$ cat config.mk
export PLATFORM = sky130hd
export DESIGN_NAME = viterbi_ctrl
export DESIGN_NICKNAME = d
export VERILOG_FILES = /design/src/rtl/vit_pkg.sv /design/src/rtl/vit_frame_cnt.sv /design/src/rtl/viterbi_ctrl.sv
export SDC_FILE = /design/constraint.sdc
export NUM_CORES = 1
export LEC_CHECK = 0
export BUFFER_PORTS_ARGS = -buffer_cell sky130_fd_sc_hd__buf_2
export CAP_MARGIN = 40
export CORE_ASPECT_RATIO = 0.7
export CORE_UTILIZATION = 50
export CTS_CLUSTER_DIAMETER = 100
export DETAILED_ROUTE_END_ITERATION = 10
export PLACE_DENSITY_LB_ADDON = 0.08
export SYNTH_ARGS = -nofsm -noshare
export SYNTH_HDL_FRONTEND = slang
export SYNTH_SLANG_ARGS = --single-unit
$ cat constraint.sdc
create_clock -name clk -period 3.6 [get_ports clk]
set_clock_uncertainty 0.2 [all_clocks]
set_input_delay 0.54 -clock clk [delete_from_list [all_inputs] [get_ports clk]]
set_output_delay 0.54 -clock clk [all_outputs]
set_load 0.01 [all_outputs]
$ cat src/rtl/vit_pkg.sv
// Shared types and constants for the radix-4 Viterbi decoder control path.
// Holds the controller state encoding and trellis geometry.
package vit_pkg;

    localparam int VIT_STATE_W    = 8;
    localparam int RADIX          = 4;
    localparam int MAX_STATE_NUM  = 256;
    localparam int MAX_FRAME_DEF  = 1024;

    typedef enum logic [2:0] {
        ST_IDLE    = 3'd0,
        ST_CLR     = 3'd1,
        ST_ACS     = 3'd2,
        ST_TB_LOAD = 3'd3,
        ST_TB      = 3'd4,
        ST_DONE    = 3'd5
    } vit_state_t;

endpackage

$ cat src/rtl/vit_frame_cnt.sv
// Loadable frame counter with terminal-count compare; counts up or down per UP.
// Latency: load/step visible the cycle after the edge. No backpressure; caller gates en.
module vit_frame_cnt #(
    parameter int ADDR_W = 10,
    parameter bit UP     = 1'b1
) (
    input  logic              clk,
    input  logic              rst,
    input  logic              load,
    input  logic [ADDR_W:0]   load_val,
    input  logic              en,
    input  logic [ADDR_W:0]   term,
    output logic [ADDR_W-1:0] addr,
    output logic              tc
);

    localparam logic [ADDR_W:0] ONE = {{ADDR_W{1'b0}}, 1'b1};

    logic [ADDR_W:0] cnt;

    always_ff @(posedge clk or negedge rst) begin
        if (!rst) begin
            cnt <= '0;
        end else if (load) begin
            cnt <= load_val;
        end else if (en) begin
            cnt <= UP ? (cnt + ONE) : (cnt - ONE);
        end
    end

    assign addr = cnt[ADDR_W-1:0];
    assign tc   = (cnt == term);

endmodule

$ cat src/rtl/viterbi_ctrl.sv
// Frame sequencer: ACS/survivor-write phase, then full-frame traceback. Optional VIT_ZERO_TERM_EN.
// Latency: 2N+4 cycles start-to-done unstalled; symbol backpressure via o_sym_ready (ACS state only).
module viterbi_ctrl
    import vit_pkg::*;
#(
    parameter int MAX_FRAME = MAX_FRAME_DEF,
    parameter int ADDR_W    = $clog2(MAX_FRAME),
    parameter int STATE_W   = VIT_STATE_W
) (
    input  logic               clk,
    input  logic               rst,
    input  logic               i_start,
    input  logic [ADDR_W:0]    i_frame_len,
    input  logic               i_sym_valid,
    output logic               o_sym_ready,
    output logic               o_acs_clr,
    output logic               o_en_acs,
    output logic               o_sm_wr_en,
    output logic [ADDR_W-1:0]  o_sm_wr_addr,
    input  logic [STATE_W-1:0] i_sel_node,
    output logic               o_en_tb,
    output logic [ADDR_W-1:0]  o_tb_rd_addr,
    output logic [STATE_W-1:0] o_tb_start_st,
    output logic               o_busy,
    output logic               o_done,
    output logic               o_err
);

    localparam logic [ADDR_W:0] MAX_LEN = (ADDR_W+1)'(MAX_FRAME);
    localparam logic [ADDR_W:0] ONE     = {{ADDR_W{1'b0}}, 1'b1};

    vit_state_t state, next_state;

    logic [ADDR_W:0]    len_q;
    logic               len_ok;
    logic               sym_tc;
    logic               tb_tc;
    logic               sym_ready_d;
    logic               acs_clr_d;
    logic               en_tb_d;
    logic               busy_d;
    logic               done_d;
    logic               err_d;
    logic [STATE_W-1:0] start_st_d;

    assign len_ok = (i_frame_len != '0) && (i_frame_len <= MAX_LEN);

    // Accept is purely combinational so the ACS sees the symbol in the same cycle.
    assign o_en_acs   = o_sym_ready && i_sym_valid;
    assign o_sm_wr_en = o_en_acs;

    vit_frame_cnt #(.ADDR_W(ADDR_W), .UP(1'b1)) u_sym_cnt (
        .clk      (clk),
        .rst      (rst),
        .load     (state == ST_CLR),
        .load_val ('0),
        .en       (o_en_acs),
        .term     (len_q - ONE),
        .addr     (o_sm_wr_addr),
        .tc       (sym_tc)
    );

    // Holds at zero after the final step so the read address rests at 0 in IDLE.
    vit_frame_cnt #(.ADDR_W(ADDR_W), .UP(1'b0)) u_tb_cnt (
        .clk      (clk),
        .rst      (rst),
        .load     (state == ST_TB_LOAD),
        .load_val (len_q - ONE),
        .en       ((state == ST_TB) && !tb_tc),
        .term     ('0),
        .addr     (o_tb_rd_addr),
        .tc       (tb_tc)
    );

    always_ff @(posedge clk or negedge rst) begin
        if (!rst) begin
            state <= ST_IDLE;
            len_q <= '0;
        end else begin
            state <= next_state;
            if (state == ST_IDLE && i_start && len_ok) begin
                len_q <= i_frame_len;
            end
        end
    end

    always_comb begin
        next_state = state;
        case (state)
            ST_IDLE:    if (i_start && len_ok) next_state = ST_CLR;
            ST_CLR:     next_state = ST_ACS;
            ST_ACS:     if (o_en_acs && sym_tc) next_state = ST_TB_LOAD;
            ST_TB_LOAD: next_state = ST_TB;
            ST_TB:      if (tb_tc) next_state = ST_DONE;
            ST_DONE:    next_state = ST_IDLE;
            default:    next_state = ST_IDLE;
        endcase
    end

    // Outputs are decoded from next_state and registered, so they align with the state.
    always_comb begin
        sym_ready_d = (next_state == ST_ACS);
        acs_clr_d   = (next_state == ST_CLR);
        en_tb_d     = (next_state == ST_TB);
        busy_d      = (next_state != ST_IDLE);
        done_d      = (next_state == ST_DONE);
        err_d       = (state == ST_IDLE) && i_start && !len_ok;
        start_st_d  = o_tb_start_st;
        if (state == ST_TB_LOAD) begin
`ifdef VIT_ZERO_TERM_EN
            start_st_d = '0;
`else
            start_st_d = i_sel_node;
`endif
        end
    end

    always_ff @(posedge clk or negedge rst) begin
        if (!rst) begin
            o_sym_ready   <= 1'b0;
            o_acs_clr     <= 1'b0;
            o_en_tb       <= 1'b0;
            o_busy        <= 1'b0;
            o_done        <= 1'b0;
            o_err         <= 1'b0;
            o_tb_start_st <= '0;
        end else begin
            o_sym_ready   <= sym_ready_d;
            o_acs_clr     <= acs_clr_d;
            o_en_tb       <= en_tb_d;
            o_busy        <= busy_d;
            o_done        <= done_d;
            o_err         <= err_d;
            o_tb_start_st <= start_st_d;
        end
    end

endmodule

==> flow_metrics.env <==
export IMPL_cpPeakStageDelay_ns=0.56
export IMPL_first_pass_iters=5
export IMPL_cts_tree="built"
export IMPL_fin_crit_ns=2.548
export IMPL_fin_crit_sh_pct=70.77
export IMPL_avgRoutedWirePerCell_um=15.44
export IMPL_ys_ff_latch=50
export IMPL_rsz0062_at_grt="false"
export IMPL_die_area_mm2=0.006237
export IMPL_synthArstFlopShare_pct=100.0
export IMPL_clk_latency_ns=0.29
export IMPL_yosysSeqAreaShare_pct=42.27
export IMPL_tns_ns=0
export IMPL_antenna_found_initial=0
export IMPL_final_cells=412
export IMPL_chipHeight_um=66.38
export IMPL_powerDensity_mw_per_mm2=780.5
export IMPL_relSlewSlack_pct=62.04
export IMPL_layout_nets=364
export IMPL_via_count=2240
export IMPL_finalMaxSlewViolations=0
export IMPL_ctsHoldBuffers=0
export IMPL_dp_hpwl_um=4862
export IMPL_vias_per_cell=5.437
export IMPL_pin_count=59
export IMPL_area_growth_pct=9.002
export IMPL_peakVddDrop_mv=0.3617
export IMPL_ctsLongestPathBuffers=2
export IMPL_synth_area_mm2=0.002960
export IMPL_cts_root_buf="clkbuf_8"
export IMPL_place_ws_ns=1.086
export IMPL_synth_area_top_cells="dfrtp_1 (42%), buf_4 (5.3%), nand2_1 (4.9%), xor2_1 (4.7%), xnor2_1 (3.8%)"
export IMPL_synthesis_nets=329
export IMPL_setup_ws_ns=1.052
export IMPL_drive_gt1_share_pct=26.71
export IMPL_path_max_fanout=5
export IMPL_critPathKind="flop to flop"
export IMPL_path_delay_family="simple AND/OR/NAND/NOR gates"
export IMPL_timing_fmax_ghz=0.3925
export IMPL_status="finished clean"
export IMPL_wl_um=6360
export IMPL_utilization_pct=56.35
export IMPL_grt_pass1_vias=1996
export IMPL_synth_largest_area_cell="dfrtp_1"
export IMPL_rows=23
export IMPL_gr_usage_all_layers_pct=22.12
export IMPL_drt_iter0_drc=117
export IMPL_synth_top_area_share_pct=42.27
export IMPL_min_path_type="primary input to asynchronous set/reset pin"
export IMPL_endpoint_kind="flop"
export IMPL_diodes=0
export IMPL_arrival_ns=2.51
export IMPL_drc=0
export IMPL_hold_violations=0
export IMPL_cpMostUsedCell="a21oi_1"
export IMPL_yosys_most_used_dff="dfrtp_1"
export IMPL_p_leak_nw=1.501
export IMPL_syn_avg_cell_area_um2=9.770
export IMPL_start_util_pct=51.69
export IMPL_crit_buf_inv=1
export IMPL_cts_clk_slew_worst_paths_ns=0.09
export IMPL_yosys_warnings=0
export IMPL_synth_edf_count=0
export IMPL_cts_buffers=5
export IMPL_overflow=0
export IMPL_setup_viol=0
export IMPL_worstMarginPinSlew_ns=0.5694
export IMPL_place_congestion=0.8726
export IMPL_coreArea_mm2=0.005727
export IMPL_crit_required_ns=3.56
export IMPL_cp_slowest_cell="or3b_2"
export IMPL_dpl_cell_area_mm2=0.003144
export IMPL_htreeDepth=2
export IMPL_power_total_mw=2.518
export IMPL_grt_start_max_net_pins=28
export IMPL_crit_path_cell_trace="inv_1 > ha_1 > or3b_2 > or4_4 > or3_1 > a21oi_1 > a21oi_1"
export IMPL_cap_violations=0
export IMPL_crit_path_start_kind="flop"
export IMPL_fin_area_mm2=0.003227
export IMPL_cts_sinks=50
export IMPL_die_x_um=93.97
export IMPL_drtAntennaViolNets=0
export IMPL_dp_cells=406
export IMPL_synthCells=303
export IMPL_io_buffers=58
export IMPL_cts_resized=0
export IMPL_post_cts_buffers=0
export IMPL_ys_types=52
export IMPL_worst_hold_slack_ns=0.03578
export IMPL_grt_first_pass_wirelength_um=10240
-- layer usage --
layer	vias up	global-route usage, %	share of wire, %	wire length, µm
met5	-	0	0	0
met4	0	6.538	0.66	42
met3	4	4.713	5.8	372
met2	66	30.84	41	2616
met1	1081	33.74	52	3328
li1	1089	-	-	-
-- report_power, final --
group	total (mW)	switching (mW)	leakage (nW)	internal [mW]
Clock	0.319	0.170	0.0431	0.149
Sequential	1.07	0.294	0.625	0.781
Combinational	1.12	0.594	0.832	0.531
-- registers in the layout (all words and copies together), names as in the netlist, 3 cells and up --
| name | cells |
|---|---|
| u_tb_cnt.cnt | 11 |
| len_q | 11 |
| u_sym_cnt.cnt | 11 |
| state | 3 |
| o_tb_start_st | 8 |
-- final cells by class --
type	instances	area [µm²]
fill	538	2500
inverter	8	30.03
sequential	50	1251
timing repair buffer	63	327.8
tap	75	93.84
multi-input combinational	210	1441
clock buffer	6	82.58
-- cell families after synthesis --
| family | Yosys count | share of synthesized area [%] |
|---|---|---|
| and+or+nand+nor | 122 | 23.12 |
| DFF | 50 | 42.27 |
| buffers and inverters | 43 | 9.045 |
| AOI/OAI and AO/OA | 42 | 9.341 |
| xor gates and xnor gates | 32 | 10.90 |
| muxes | 11 | 4.058 |
| adders and majority gates | 3 | 1.268 |
-- worst reg2reg max path, cell delays in order, from the launching register on --
cell     delay (ns)
dfrtp_1        0.41
inv_1          0.09
ha_1           0.17
or3b_2         0.56
or4_4          0.46
or3_1          0.32
a21oi_1        0.16
a21oi_1        0.05
-- cell usage in the layout (no fill, tap or decap), types with 5 or more instances in the layout --
cell type | Yosys | routed
inv_1 | 8 | 8
nor4_1 | 5 | 5
nand2b_1 | 8 | 8
buf_2 | 4 | 58
xnor2_1 | 13 | 13
nor2_1 | 18 | 18
xor2_1 | 16 | 16
a21oi_1 | 13 | 13
o21ai_0 | 11 | 11
mux2_2 | 8 | 8
nor3_1 | 10 | 10
clkbuf_8 | 0 | 6
or3_1 | 7 | 7
nand2_1 | 39 | 39
buf_4 | 21 | 5
nand4_1 | 6 | 6
dfrtp_1 | 50 | 50
-- cells in the mapped netlist (2+ instances only) --
cell type	instances
dfrtp_1	50
nand2_1	39
buf_4	21
nor2_1	18
xor2_1	16
a21oi_1	13
xnor2_1	13
o21ai_0	11
nor3_1	10
inv_1	8
mux2_2	8
nand2b_1	8
or3_1	7
clkbuf_1	6
nand4_1	6
nor4_1	5
buf_2	4
nand3b_1	4
a31oi_1	3
and3_1	3
buf_6	3
ha_1	3
mux2i_1	3
nor2b_1	3
nor3b_1	3
or4_4	3
a211oi_1	2
nor4_4	2
o21ai_1	2
o21bai_1	2
or3b_2	2
xnor3_1	2
-- worst paths after layout --
kind	from	endpoint	slack, ns	cells past startpoint
max in group asynchronous	rst	len_q[4]	2.40	2
hold reg to reg	o_tb_start_st[7]	o_tb_start_st[7]	0.27	2
setup / recovery	u_tb_cnt.cnt[1]	u_tb_cnt.cnt[10]	1.05	7
min in group clk	i_sel_node[7]	o_tb_start_st[7]	0.23	3
hold / removal	rst	u_sym_cnt.cnt[2]	0.04	1
setup reg to reg	u_tb_cnt.cnt[1]	u_tb_cnt.cnt[10]	1.05	7
(Power assumes the default switching activity.)
